## config.mk

```make
export PLATFORM = sky130hd
export DESIGN_NAME = fadd_exec_pipe
export DESIGN_NICKNAME = d
export VERILOG_FILES = /design/src/rtl/fadd_exec_pipe.sv
export SDC_FILE = /design/constraint.sdc
export NUM_CORES = 1
export LEC_CHECK = 0
export ABC_AREA = 1
export CAP_MARGIN = 20
export CORE_AREA = 2 2 162 164
export CTS_BUF_LIST = sky130_fd_sc_hd__clkbuf_4 sky130_fd_sc_hd__clkbuf_8
export DETAILED_ROUTE_END_ITERATION = 12
export DIE_AREA = 0 0 164 166
export PLACE_DENSITY = 0.76
export SLEW_MARGIN = 20
export SYNTH_ARGS = -nofsm -noshare
export SYNTH_HDL_FRONTEND = slang
export SYNTH_SLANG_ARGS = --single-unit
```

## constraint.sdc

```tcl
create_clock -name clk -period 10 [get_ports clk]
set_input_delay 2.5 -clock clk [delete_from_list [all_inputs] [get_ports clk]]
set_output_delay 2.5 -clock clk [all_outputs]
set_load 0.03 [all_outputs]
```

## src/rtl/fadd_exec_pipe.sv

```systemverilog
// Pipelined FP32 add/sub unit: S0 holds operands, the adder result lands in S1, and the last stage drives the CDB.
// Accept to cdb_req takes LATENCY cycles. An ungranted request stalls every stage and holds issue_ready low.
module fadd_exec_pipe #(
  parameter int TAG_W   = 4,
  parameter int LATENCY = 3
) (
  input  logic             clk,
  input  logic             rst_n,
  input  logic             issue_valid,
  output logic             issue_ready,
  input  logic             issue_op,
  input  logic [TAG_W-1:0] issue_tag,
  input  logic [31:0]      issue_a,
  input  logic [31:0]      issue_b,
  input  logic             flush,
  output logic             cdb_req,
  input  logic             cdb_grant,
  output logic [TAG_W-1:0] cdb_tag,
  output logic [31:0]      cdb_data,
  output logic             busy
);

  typedef struct packed {
    logic             vld;
    logic [TAG_W-1:0] tag;
    logic [31:0]      dat;
  } stg_t;

  logic             s0_vld_q, s0_vld_d;
  logic [TAG_W-1:0] s0_tag_q, s0_tag_d;
  logic [31:0]      s0_a_q, s0_a_d;
  logic [31:0]      s0_b_q, s0_b_d;
  stg_t             stg_q [1:LATENCY-1];
  stg_t             stg_d [1:LATENCY-1];
  logic             advance;
  logic             accept;
  logic [31:0]      sum;

  fpADD_32 u_add (
    .a (s0_a_q),
    .b (s0_b_q),
    .y (sum)
  );

  assign advance     = !cdb_req || cdb_grant;
  assign issue_ready = advance && !flush;
  assign accept      = issue_valid && issue_ready;

  assign cdb_req  = stg_q[LATENCY-1].vld;
  assign cdb_tag  = stg_q[LATENCY-1].tag;
  assign cdb_data = stg_q[LATENCY-1].dat;

  always_comb begin
    busy = s0_vld_q;
    for (int i = 1; i < LATENCY; i++) busy = busy | stg_q[i].vld;
  end

  always_comb begin
    s0_vld_d = s0_vld_q;
    s0_tag_d = s0_tag_q;
    s0_a_d   = s0_a_q;
    s0_b_d   = s0_b_q;
    stg_d    = stg_q;
    if (advance) begin
      s0_vld_d = accept;
      s0_tag_d = issue_tag;
      s0_a_d   = issue_a;
      s0_b_d   = {issue_b[31] ^ issue_op, issue_b[30:0]};
      stg_d[1] = '{vld: s0_vld_q, tag: s0_tag_q, dat: sum};
      for (int i = 2; i < LATENCY; i++) stg_d[i] = stg_q[i-1];
    end
    // Squash wins over any shift, including a granted last stage.
    if (flush) begin
      s0_vld_d = 1'b0;
      for (int i = 1; i < LATENCY; i++) stg_d[i].vld = 1'b0;
    end
  end

  always_ff @(posedge clk or negedge rst_n) begin
    if (!rst_n) begin
      s0_vld_q <= 1'b0;
      s0_tag_q <= '0;
      s0_a_q   <= '0;
      s0_b_q   <= '0;
      for (int i = 1; i < LATENCY; i++) stg_q[i] <= '0;
    end else begin
      s0_vld_q <= s0_vld_d;
      s0_tag_q <= s0_tag_d;
      s0_a_q   <= s0_a_d;
      s0_b_q   <= s0_b_d;
      for (int i = 1; i < LATENCY; i++) stg_q[i] <= stg_d[i];
    end
  end

endmodule

// Combinational FP32 adder: align, add/subtract, normalise, truncate; no special-value handling.
module fpADD_32 (
  input  logic [31:0] a,
  input  logic [31:0] b,
  output logic [31:0] y
);

  logic [31:0] x, z;
  logic [7:0]  d, e_r;
  logic [27:0] mx, mz, s, norm;
  logic [4:0]  lz;
  logic        unused_bits;

  always_comb begin
    if (a[30:0] >= b[30:0]) begin
      x = a;
      z = b;
    end else begin
      x = b;
      z = a;
    end
    d  = x[30:23] - z[30:23];
    mx = {1'b0, |x[30:23], x[22:0], 3'b000};
    mz = {1'b0, |z[30:23], z[22:0], 3'b000} >> d;
    s  = (x[31] == z[31]) ? mx + mz : mx - mz;
    lz = '0;
    for (int i = 0; i < 27; i++) if (s[i]) lz = 5'(26 - i);
    if (s[27]) begin
      norm = s >> 1;
      e_r  = x[30:23] + 8'd1;
    end else begin
      norm = s << lz;
      e_r  = x[30:23] - {3'b000, lz};
    end
    if (s == '0) y = '0;
    else         y = {x[31], e_r, norm[25:3]};
  end

  assign unused_bits = ^{norm[27:26], norm[2:0]};

endmodule

```

==> results of run 1 <==
## per-layer routing
| layer | routed length [um] | GRT usage |
|---|---|---|
| met5 | 0 | 0 |
| met4 | 2237 | 0.1461 |
| met3 | 2439 | 0.03347 |
| met2 | 20910 | 0.5320 |
| met1 | 19280 | 0.4283 |
## cell families (layout without fill, tap and decap cells)
group                      Yosys count  after routing  share of synthesized area
buffers and inverters              356            452                     0.1152
xor gates and xnor gates            25             25                    0.01929
and+or+nand+nor                   1263           1263                     0.3907
DFF                                143            143                     0.2578
AOI/OAI and AO/OA                  323            323                     0.1313
muxes                                1              1                   0.001623
adders and majority gates           92             92                    0.08402
## layout make-up
type / instances / area, um^2
inverter: 226 / 850.8
tap: 335 / 419.2
multi-input combinational: 1704 / 9179
timing repair buffer: 194 / 1809
clock buffer: 17 / 234.0
sequential: 143 / 3580
fill: 2429 / 9420
clock inverter: 15 / 123.9
## state kept, by name (all words and copies together), names as in the netlist
| register | flops |
|---|---|
| s0_tag_q | 4 |
| s0_b_q | 32 |
| stg_q | 37 |
| cdb_req | 1 |
| s0_a_q | 32 |
| cdb_tag | 4 |
| cdb_data | 32 |
| s0_vld_q | 1 |
## how the worst min path moves through the flow
stage	slack (ns)	end	depth (start not counted)	start
floorplan	0.44	cdb_data[0]	2	stg_q[37]
global placement	0.45	cdb_tag[0]	2	stg_q[69]
detailed placement	0.45	cdb_data[20]	2	stg_q[57]
CTS	0.47	cdb_data[25]	2	stg_q[62]
global route	0.50	cdb_data[17]	2	cdb_data[17]
finish	0.47	cdb_data[20]	2	stg_q[57]
## stage by stage
| stage | hold slack, ns | setup slack [ns] |
|---|---|---|
| 3_3_place_gp | 0.4498 | 0.3600 |
| 5_1_grt | 0.4985 | -0.1736 |
| 3_5_place_dp | 0.4532 | 0.2288 |
| 6_report | 0.4704 | 0.3648 |
| 4_1_cts | 0.4729 | 0.1289 |
| 2_1_floorplan | 0.4422 | 1.241 |
## cells in the mapped netlist, types with 7 or more instances
cell type  instances
dfrtp_1          143
a21oi_1           96
buf_6              7
buf_2             21
nor3_1            10
nand2_2           17
inv_1            204
nand3_1          271
buf_4             46
a31oi_1            9
nand2_1          816
o21ai_1           16
inv_2             15
clkinv_1           7
nor2_1            85
nor2_2             8
or2_2             16
ha_1              90
clkbuf_1          50
nand4_1           15
xor2_1            14
o211ai_1          10
o21ai_0          148
o21bai_1           8
## report_power, final
part / switching [uW] / internal, uW / total (uW)
combinational: 2300 / 1270 / 3570
sequential: 90.4 / 742 / 833
clock: 263 / 179 / 442
## worst register-to-register path, delay by kind of cell, from the launching register on
kind / cells / cell delay, ns
AND/OR/NAND/NOR: 39 / 3.83
AO/OA/AOI/OAI: 16 / 2.81
flip-flops: 1 / 0.45
adder cells (fa/ha/maj): 4 / 0.97
XOR/XNOR: 2 / 0.37
buffers and inverters: 9 / 1.04
## repair_timing
action | in CTS | in global routing
endpoints found under the setup margin | 0 | 31
gates resized for setup | 0 | 118
setup buffers | 0 | 37
==> run metrics, run 1 <==
status finished clean; CTS tree built; Synth async-reset ratio 1.000; #FFs+latches synth 143; clock skew 0.02716 ns; hold buffer count at cts 0; Max Buffers Root-to-Sink 2; most common cell after layout, fill and taps aside nand2_1; Finish-stage setup viols 0; Setup crit start s0_a_q[27]; CP max stage delay 0.45 ns; worst path bufs/invs 9; maximum clock rate 103.8 MHz; Worst Reg-to-Reg Cells 70; synth unique cells 64; total track usage 0.3234; setup TNS 0 ns; Slew HR 0.2519; initial antenna violation count 0; clk slew on worst S/H paths 0.11 ns; DR pass1 iterations 6; Tot Pwr 4845 uW; total die area 27220 um^2; Post-Syn Instances 2203; DRT antenna net count 0; Slew @ Worst Pin 1.110 ns; post-synth top area cell dfrtp_1; # diodes 0; DP Wirelength 33.77 mm; top cells by area, synth dfrtp_1 26%, nand2_1 22%, nand3_1 9.8%, ha_1 8.1%, inv_1 5.5%; final core utilization 0.6322; die width 164 um; row cnt 59; CP arrival 9.97 ns; NumNets Final 2452; Max-Cap Viols 0; Worst path most repeated cell nand2_1; first-pass GRT wire length 70.64 mm; critical path's top delay family simple AND/OR/NAND/NOR gates; Area Overhead vs Synth 16.70%; worst reg2reg path endpoint stg_q[67]; Pwr Density 299.2 nW/um^2; residual DRC count 0; drt first-iter violations 1363; CP Capture Point stg_q[67]; Leak Pwr 0.008403 uW; Post-Syn Area per Cell 6.300 um^2; CP Data Required Time 10.33 ns; Post-synth EDFFs 0; Routed WL 44.87 mm; crit path max fanout 18; clk_lat worst skew 0.46 ns; post-synthesis sequential area ratio 0.2578; Root Driver clkbuf_8; Post-synth top flop dfrtp_1; core area 25620 um^2; design area 16200 um^2; per-cell routed wire length 17.04 um; Initial Util 0.5418; largest net degree at the start of global routing 107; worst hold-check path type register to register; GP Congestion 0.9912; Crit path depth 70; most frequent cells in the layout 800 x nand2_1, 260 x nand3_1, 196 x inv_1; H-tree levels 4; post-synthesis cell area 13880 um^2; r2r setup slk 0.36 ns; Yosys warnings 0; total CTS buffers 17; CP Class register to register; Slowest cell on crit path dfrtp_1; fraction of layout cells with a size suffix above 1 0.1270; maximum vdd drop 0.0002564 V; Area after DPL 15020 um^2; Die Ht 166 um; max-slew violations 0; clk sinks 143; Critical Path Sink Type register; fin crit share 0.9635; share of the synthesized area in the top cell type 0.2578; vias in the first global route 13830; routed vias 14760; I/O pins 113; minimum clock period 9.635 ns; grt ovf 0; Final Non-Filler Cells 2634; net count after synthesis 2369; Final Hold Vio Count 0; number of port buffers 112; critical path launch point type register; Via density 5.604; reg2reg start s0_a_q[27]; placed cell count 2563
Note: power is estimated with default switching activity, not from simulation.
==> inputs of run 2 (changes only) <==
==> constraint.sdc (replaced) <==
create_clock -name clk -period 10 [get_ports clk]
set_input_delay 2.5 -clock clk [delete_from_list [all_inputs] [get_ports clk]]
set_output_delay 2.5 -clock clk [all_outputs]
set_load 0.01 [all_outputs]
==> results of run 2 <==
The final DEF is identical to that of run 1. Status: finished clean.
Main changes from that run: total power 4845 uW -> 4740 uW
